## config.mk

```make
export PLATFORM = sky130hd
export DESIGN_NAME = key_pulse_conditioner
export DESIGN_NICKNAME = d
export VERILOG_FILES = /design/src/rtl/key_pulse_conditioner.sv
export SDC_FILE = /design/constraint.sdc
export NUM_CORES = 1
export LEC_CHECK = 0
export CAP_MARGIN = 30
export CORE_AREA = 2 2 99 101
export CTS_BUF_LIST = sky130_fd_sc_hd__clkbuf_4 sky130_fd_sc_hd__clkbuf_8
export CTS_CLUSTER_DIAMETER = 200
export DETAILED_ROUTE_END_ITERATION = 12
export DIE_AREA = 0 0 101 103
export MAX_ROUTING_LAYER = met4
export PLACE_DENSITY = 0.66
export SLEW_MARGIN = 20
export SYNTH_ARGS = -nofsm -noshare
export SYNTH_HDL_FRONTEND = slang
export SYNTH_SLANG_ARGS = --single-unit
```

## constraint.sdc

```tcl
create_clock -name clock -period 2.85 [get_ports clock]
set_input_delay 0.7125 -clock clock [delete_from_list [all_inputs] [get_ports clock]]
set_output_delay 0.7125 -clock clock [all_outputs]
set_load 0.01 [all_outputs]
```

## src/rtl/key_pulse_conditioner.sv

```systemverilog
// Per-key 2-flop sync and counter debounce; registered level plus one-cycle press/release strobes.
// Latency DEBOUNCE_CYCLES+1 edges after s1 samples a change; no backpressure, strobes are fire-and-forget.
module key_pulse_conditioner #(
  parameter int NUM_KEYS        = 4,
  parameter int DEBOUNCE_CYCLES = 500000
) (
  input  logic                clock,
  input  logic                reset_n,
  input  logic [NUM_KEYS-1:0] key_n,
  output logic [NUM_KEYS-1:0] pressed,
  output logic [NUM_KEYS-1:0] press_pulse,
  output logic [NUM_KEYS-1:0] release_pulse
);

  localparam int CNT_W = $clog2(DEBOUNCE_CYCLES);
  localparam logic [CNT_W-1:0] CNT_LAST = CNT_W'(DEBOUNCE_CYCLES - 1);

  typedef enum logic {
    UP   = 1'b0,
    DOWN = 1'b1
  } state_t;

  for (genvar i = 0; i < NUM_KEYS; i++) begin : g_ch
    logic             s1;
    logic             s2;
    state_t           state_q;
    state_t           state_d;
    logic [CNT_W-1:0] cnt_q;
    logic [CNT_W-1:0] cnt_d;
    logic             press_q;
    logic             press_d;
    logic             release_q;
    logic             release_d;

    // Sync flops reset to 1 so a key held through reset is seen as a fresh press.
    always_ff @(posedge clock or negedge reset_n) begin
      if (!reset_n) begin
        s1        <= 1'b1;
        s2        <= 1'b1;
        state_q   <= UP;
        cnt_q     <= '0;
        press_q   <= 1'b0;
        release_q <= 1'b0;
      end else begin
        s1        <= key_n[i];
        s2        <= s1;
        state_q   <= state_d;
        cnt_q     <= cnt_d;
        press_q   <= press_d;
        release_q <= release_d;
      end
    end

    // Count only while the synced level disagrees with the accepted state; any agreement restarts.
    always_comb begin
      state_d   = state_q;
      cnt_d     = '0;
      press_d   = 1'b0;
      release_d = 1'b0;
      case (state_q)
        UP: begin
          if (!s2) begin
            if (cnt_q == CNT_LAST) begin
              state_d = DOWN;
              press_d = 1'b1;
            end else begin
              cnt_d = cnt_q + 1'b1;
            end
          end
        end
        DOWN: begin
          if (s2) begin
            if (cnt_q == CNT_LAST) begin
              state_d   = UP;
              release_d = 1'b1;
            end else begin
              cnt_d = cnt_q + 1'b1;
            end
          end
        end
        default: begin
          state_d = UP;
        end
      endcase
    end

    assign pressed[i]       = (state_q == DOWN);
    assign press_pulse[i]   = press_q;
    assign release_pulse[i] = release_q;
  end

endmodule

```

# Yosys cells after proc, flatten, opt, wreduce, memory -nomap -nowiden
# Index checks and enable logic that the tools add are counted.
# op_classes
eq_ne,4
muxes,48
add_sub_neg,4
bitwise,4
# op_table
cell,n
two-way mux 19 bit,12
case mux 19 bit (2 select lines),4
"adder 19 x 1 -> 19 bit, second input constant",4
"equality test 19 bit, second input constant",4
two-way mux 1 bit,28
case mux 1 bit (2 select lines),4
inverter 1 bit,4
# totals
elab_cells,84
inputBits,6
register_bits,96
output_inout_bits,12

# Logic depth before layout (Yosys ltp)
# Gate-level depths: netlist of run 1.
# logic_depth
ltp_word,4
depth_mapped,6
ltp_nobuf,5

# Worst setup path before layout of run 1
# OpenSTA, ideal clock, no wires.
# synth_timing
path_type,register -> register
start,register g_ch[1].cnt_q[0]
end,register g_ch[1].cnt_q[10]
setup_time_ns,0.121
slack_ns,0.998
t_arrival_ns,1.731
required_ns,2.729
period_less_slack_ns,1.852
path_buffers,1
path_stages_with_launch,7
path_cell_list,dfrtp_1 > ha_1 > and4_2 > nand2_1 > o31ai_2 > buf_2 > nor2_1
# synth_via
elab_chain_cells,4
elab_cells_between_ends,6
classes_between,add/sub: 1; eq/ne: 1; mux: 4
# synth_rtl
item,line,rtl
"start, declared",28,logic [CNT_W-1:0] cnt_q;
"start signal, assigned",48,cnt_q <= cnt_d;
adder 19 x 1 -> 19 bit or equality test 19 bit (tied branches),-,
two-way mux 19 bit *,"63, 73",
two-way mux 19 bit (on tied branches),"72, 62",
case mux 19 bit (2 select lines) *,60,case (state_q)
via g_ch[1].cnt_d[10],29,logic [CNT_W-1:0] cnt_d;
# The timed path passes the listed nets; every way through them passes the cells marked *.

==> results of run 1 <==
==> through the flow <==
stage	worst slack (ns)	hold WS [ns]	cells
final	0.7646	0.3433	586
after global routing	0.6723	0.3622	586
after CTS	0.7386	0.3506	586
after detailed placement	0.9219	0.3476	571
after global placement	0.9833	0.3459	571
after floorplan	0.9978	0.3452	454
==> cell families (layout without fill, tap and decap cells) <==
kind of cell | count (synthesis) | after routing | synth area share
flops | 96 | 96 | 0.5279
mux | 2 | 2 | 0.004381
fa+ha+maj | 4 | 4 | 0.01095
xor+xnor | 56 | 56 | 0.1073
compound gates | 40 | 40 | 0.05723
buf+inv | 29 | 47 | 0.03560
simple gates | 227 | 227 | 0.2566
==> routing by layer <==
metal / vias up / wire, µm
met3: 8 / 254
met4: 0 / 93
met1: 1568 / 3796
met2: 36 / 3846
li1: 1620 / -
met5: - / 0
==> state kept, by name (all words and copies together) (netlist names), named ones only <==
name,flops
g_ch.release_q,4
g_ch.s1,4
g_ch.s2,4
g_ch.cnt_q,76
g_ch.press_q,4
==> synthesized netlist by cell type (2+ instances only) <==
cell and number:
buf_2 6, nand3_1 31, and4_1 3, nor4_1 18, xor2_1 17, nor2_1 63, mux2i_1 2, or2_2 7
dfstp_2 8, or4_1 9, inv_1 9, o21ai_0 8, and3_1 7, o31ai_1 11, nor3_1 12, dfrtp_1 88
xnor2_1 39, or3_1 8, nor3b_1 2, and2_1 4, ha_1 4, nand2_1 36, buf_4 12, o31ai_2 4
nor4b_1 2, nand4_1 16, nor4bb_1 2, a21oi_1 16
==> worst reg2reg max path: stages (launching register included) <==
cell and delay (ns):
dfrtp_1 0.38, ha_1 0.23, nand4_1 0.20, nor4_1 0.47
or3b_2 0.48, a21oi_1 0.15
==> how the worst max path moves through the flow <==
stage	depth (start not counted)	end
floorplan	6	g_ch[1].cnt_q[10]$_DFF_PN0_
global placement	5	g_ch[0].cnt_q[18]$_DFF_PN0_
detailed placement	5	g_ch[0].cnt_q[18]$_DFF_PN0_
CTS	1	pressed[0]
global route	1	pressed[0]
finish	1	pressed[0]
==> final cells by class <==
type,instances,area (µm²)
well taps,114,142.6
flip-flops and latches,96,2412
clock buffers,13,172.7
inverters,9,33.78
multi-input cells,329,1994
clock inverters,2,13.76
repair buffers,23,225.2
fillers,888,4464
==> power by group through the flow <==
stage	clock network (µW)	registers [µW]	logic [µW]
finish	841	1410	86.6
global route	934	1410	103
CTS	888	1410	90.2
detailed placement	0	1430	89.6
global placement	0	1430	88.8
floorplan	0	1430	39.7
==> results.py, run 1 <==
metrics = {
    "clock_tree": {
        "cts-resized-gates": 0,
        "cts_buffer_depth": 2,
        "cts_hold_buf": 0,
        "numCtsBuffers": 9,
        "cts_tree": "yes",
        "clk-insertion-delay-late_ns": 0.37,
        "cts.sinks": 96,
        "htreeDepth": 3,
        "post_cts_buffers": 0,
        "worst_setup_hold_path_clk_slew_ns": 0.08,
        "cts-root-buf": "clkbuf_8",
    },
    "critical_path": {
        "worstPathRequired_ns": 2.14,
        "critical_path.max_stage_delay_ns": 0.57,
        "r2r_slack_ns": 0.89,
        "start_kind": "flip-flop",
        "path_max_fanout": 5,
        "crit_family": "buffers and inverters",
        "rr_startpoint": "g_ch[0].cnt_q[0]$_DFF_PN0_",
        "arrival_ns": 1.37,
        "cp_cell_sequence": "clkdlybuf4s50_1",
        "rr_worst_depth": 5,
        "critPathKind": "reg -> out",
        "reg2reg_to": "g_ch[0].cnt_q[18]$_DFF_PN0_",
        "crit_buf_inv": 1,
        "end_kind": "output port",
        "crit_path_top_delay_cell": "clkdlybuf4s50_1",
    },
    "sta": {
        "fin_crit_sh": 0.7317,
        "fin_tns_setup_ns": 0,
        "hold_viol_final": 0,
        "rsz0062_at_grt": "false",
        "slew_viol_final": 0,
        "worst_pin_slew_ns": 0.5938,
        "slew-limit-headroom": 0.6041,
        "fmax_mhz": 479.5,
        "setup_viol": 0,
        "fin_crit_ns": 2.085,
        "fin_worst_skew_ns": 0.006741,
    },
    "finish": {
        "drive_gt1_frac": 0.09746,
        "finalInstanceArea_um2": 4995,
        "layout_common_cells": "dfrtp_1 (88), nor2_1 (63), xnor2_1 (39), nand2_1 (36), nand3_1 (31)",
        "nets": 478,
        "diodes": 0,
        "syn_to_final_growth_pct": 9.310,
        "utilization": 0.5280,
        "layout_commonest_cell": "dfrtp_1",
    },
    "logic_synthesis": {
        "synth_area_um2": 4569,
        "synth_edf_count": 0,
        "mappedNetlistNets": 464,
        "syn_inst": 454,
        "syn_area_per_cell_um2": 10.06,
        "ys_async_sr_fraction": 1.000,
        "ys_seq_area_frac": 0.5279,
        "ys.warnings.count": 0,
        "synth_top_area_frac": 0.4819,
        "synthFlopType": "dfrtp_1",
        "synth-seq-cells": 96,
        "synthTopCellsByArea": "dfrtp_1 (48%), xnor2_1 (7.5%), nor2_1 (5.2%)",
        "synth_largest_area_cell": "dfrtp_1",
        "ys_types": 38,
    },
    "placement": {
        "placed_area_um2": 4808,
        "gp_congestion": 0.8380,
        "dpl.hpwl_mm": 5.468,
        "portBuffers": 17,
    },
    "route": {
        "drt_iter0_markers": 131,
        "vias_per_cell": 5.515,
        "drt_pre_antenna_iters": 4,
        "finalWirelength_mm": 7.991,
        "dr_total_vias": 3232,
        "drtAntennaViolNets": 0,
        "wl_per_cell_um": 13.64,
        "drcViolationCount": 0,
    },
    "worst_hold_path": {
        "min_path_type": "in -> async",
    },
    "power_and_ir_drop": {
        "pwr-share-clk": 0.360,
        "p_leak_uw": 0.001918,
        "switching_power_uw": 522.7,
        "internal_power_uw": 1810,
        "combPwrFrac": 0.037,
        "powerDensity_nw_per_um2": 467.0,
        "ir_worst_vdd_uv": 323.6,
        "switching_share": 0.2241,
        "total_power_uw": 2332,
        "seq_power_share": 0.602,
    },
    "status": {
        "status": "complete, no violations",
    },
    "floorplanning": {
        "core_um2": 9459,
        "die_area_um2": 10400,
        "die_w_um": 101,
        "io_pins": 18,
        "fp.dieH_um": 103,
        "rows": 36,
        "start_util": 0.4831,
    },
    "grt": {
        "grt_max_degree": 51,
        "met1_usage": 0.2214,
        "antenna_found_initial": 0,
        "grt_pass1_wl_mm": 14.08,
        "use_met3": 0.05153,
        "grtUsageTotal": 0.1775,
        "busiest_layer": "met2",
        "use_met2": 0.2774,
        "overflow": 0,
        "first_global_vias": 3068,
    },
    "flow_run": {
        "drv_cap": 0,
    },
}
(Power assumes the default switching activity.)
==> run 2: changes to the inputs <==
Settings changed: PLACE_DENSITY 0.66 to 0.69.
Clock period 2.85 ns to 1.8 ns, I/O delays scaled along.
==> run 2 against run 1 <==
  * Hold slack worse by 0.32 ns
  * Worst setup slack lost 0.76 ns
  * Via count grew 8.2%
  * Global-route usage grew 1.3 points
  * Critical path type is now reg -> reg
==> results.py, run 2 (synthesized netlist as in run 1, its figures left out) <==
metrics = {
    "placement": {
        "dpl.hpwl_mm": 5.980,
        "gp_congestion": 0.9282,
        "portBuffers": 17,
    },
    "finish": {
        "nFillCells": 790,
        "syn_to_final_growth_pct": 20.97,
        "utilization": 0.5844,
        "diodes": 0,
        "layout_common_cells": "dfrtp_1 (79), nor2_1 (63), buf_4 (52), xnor2_1 (39), nand2_1 (36)",
        "drive_gt1_frac": 0.2246,
        "layout_commonest_cell": "dfrtp_1",
        "nets": 526,
        "largest_register": "g_ch.cnt_q",
        "largest_register_ffs": 76,
    },
    "clock_tree": {
        "cts_tree": "yes",
        "htreeDepth": 3,
        "worst_setup_hold_path_clk_slew_ns": 0.10,
        "cts_buffer_depth": 2,
        "cts.sinks": 96,
        "cts-root-buf": "clkbuf_8",
        "clk-insertion-delay-late_ns": 0.36,
        "numCtsBuffers": 9,
    },
    "sta": {
        "fin_crit_sh": 0.9952,
        "fin_crit_ns": 1.791,
        "slew_viol_final": 0,
        "fin_tns_setup_ns": 0,
        "worst_pin_slew_ns": 0.4452,
        "hold_viol_final": 0,
        "setup_viol": 0,
        "slew-limit-headroom": 0.7032,
        "fin_worst_skew_ns": 0.006097,
        "fmax_mhz": 558.2,
        "rsz0062_at_grt": "true",
    },
    "power_and_ir_drop": {
        "powerDensity_nw_per_um2": 723.9,
        "switching_power_uw": 900.8,
        "switching_share": 0.2251,
        "combPwrFrac": 0.046,
        "pwr-share-clk": 0.398,
        "p_leak_uw": 0.002183,
        "seq_power_share": 0.556,
        "ir_worst_vdd_uv": 332.9,
        "internal_power_uw": 3101,
    },
    "floorplanning": {
        "die_w_um": 101,
        "start_util": 0.4831,
        "die_area_um2": 10400,
        "fp.dieH_um": 103,
        "io_pins": 18,
        "rows": 36,
        "core_um2": 9459,
    },
    "critical_path": {
        "start_kind": "flip-flop",
        "arrival_ns": 2.08,
        "critPathKind": "reg -> reg",
        "path_max_fanout": 3,
        "r2r_slack_ns": 0.009,
        "rr_worst_depth": 4,
        "worstPathRequired_ns": 2.09,
        "end_kind": "flip-flop",
    },
    "route": {
        "vias_per_cell": 5.509,
        "drt_pre_antenna_iters": 4,
        "drt_iter0_markers": 100,
        "drcViolationCount": 0,
        "dr_total_vias": 3498,
        "wl_per_cell_um": 14.15,
        "drtAntennaViolNets": 0,
        "finalWirelength_mm": 8.985,
    },
    "grt": {
        "grtUsageTotal": 0.1907,
        "grt_pass1_wl_mm": 15.28,
        "first_global_vias": 3365,
        "antenna_found_initial": 0,
        "overflow": 0,
        "grt_max_degree": 33,
    },
    "status": {
        "status": "complete, no violations",
    },
    "worst_hold_path": {
        "min_path_type": "in -> async",
    },
    "flow_run": {
        "drv_cap": 0,
    },
}
[run 2: cell count changes in the layout (fill, tap and decap cells not counted), moves of 2 or more]
cell,change
buf_4,+46
dfrtp_2,+9
inv_6,+2
nor4_2,+5
and4_4,+2
o31ai_2,-3
o31ai_4,+3
bufinv_16,+2
nor4_1,-6
clkbuf_8,-2
dfrtp_1,-9
[run 2: what timing repair did]
action | in CTS | in global routing
hold buffers | 0 | 0
resized for setup | 5 | 24
pin swaps | 0 | 6
endpoints found under the setup margin | 7 | 44
setup buffers | 8 | 9
[run 2: worst paths after layout]
path | start | end
worst max-delay path | g_ch[1].cnt_q[5]$_DFF_PN0_ | g_ch[1].cnt_q[17]$_DFF_PN0_
worst min-delay path | reset_n | g_ch[2].cnt_q[2]$_DFF_PN0_
worst max register to register | g_ch[1].cnt_q[5]$_DFF_PN0_ | g_ch[1].cnt_q[17]$_DFF_PN0_
worst min register to register | g_ch[1].s1$_DFF_PN1_ | g_ch[1].s2$_DFF_PN1_
max in group asynchronous | reset_n | g_ch[3].s2$_DFF_PN1_
min in group clock | g_ch[1].s1$_DFF_PN1_ | g_ch[1].s2$_DFF_PN1_
[run 2: area by class of cell]
cell class                 count  area [µm²]  share of cell area
clock inverter                 6       90.09             0.01630
inverter                       9       33.78            0.006111
multi-input combinational    329        2100              0.3798
sequential                    96        2424              0.4384
tap                          114       142.6             0.02580
clock buffer                  10       137.6             0.02490
timing repair buffer          71       600.6              0.1086
[run 2: power by group through the flow]
stage,logic (µW),registers (µW),clock network [µW]
floorplan,64.8,2260,0
global placement,165,2260,0
detailed placement,169,2270,0
CTS,176,2220,1650
global route,209,2230,1750
finish,184,2220,1590
[run 2: layer usage]
layer,up-vias,track usage,wire length [µm]
met3,15,0.04271,319
met5,-,-,0
met2,68,0.2882,4375
li1,1707,-,-
met4,0,0.09563,184
met1,1708,0.2430,4105
[run 2: through the flow]
stage	std cells	setup WS [ns]	instance area, µm²	total power (µW)	hold slack (ns)
2_1_floorplan	454	0.02178	4587	2325	0.1544
3_3_place_gp	602	0.04447	5071	2430	0.3454
3_5_place_dp	602	-0.02253	5071	2435	0.3469
4_1_cts	626	0.0006313	5371	4048	0.01597
5_1_grt	635	-0.06762	5528	4192	0.01431
6_report	635	0.008563	5528	4001	0.02008
[run 2: critical path, stage by stage, from the launching register on]
cell and delay, ns:
dfrtp_1 0.43, nand3_2 0.12, or4_4 0.54, or4_1 0.49, a21oi_1 0.14
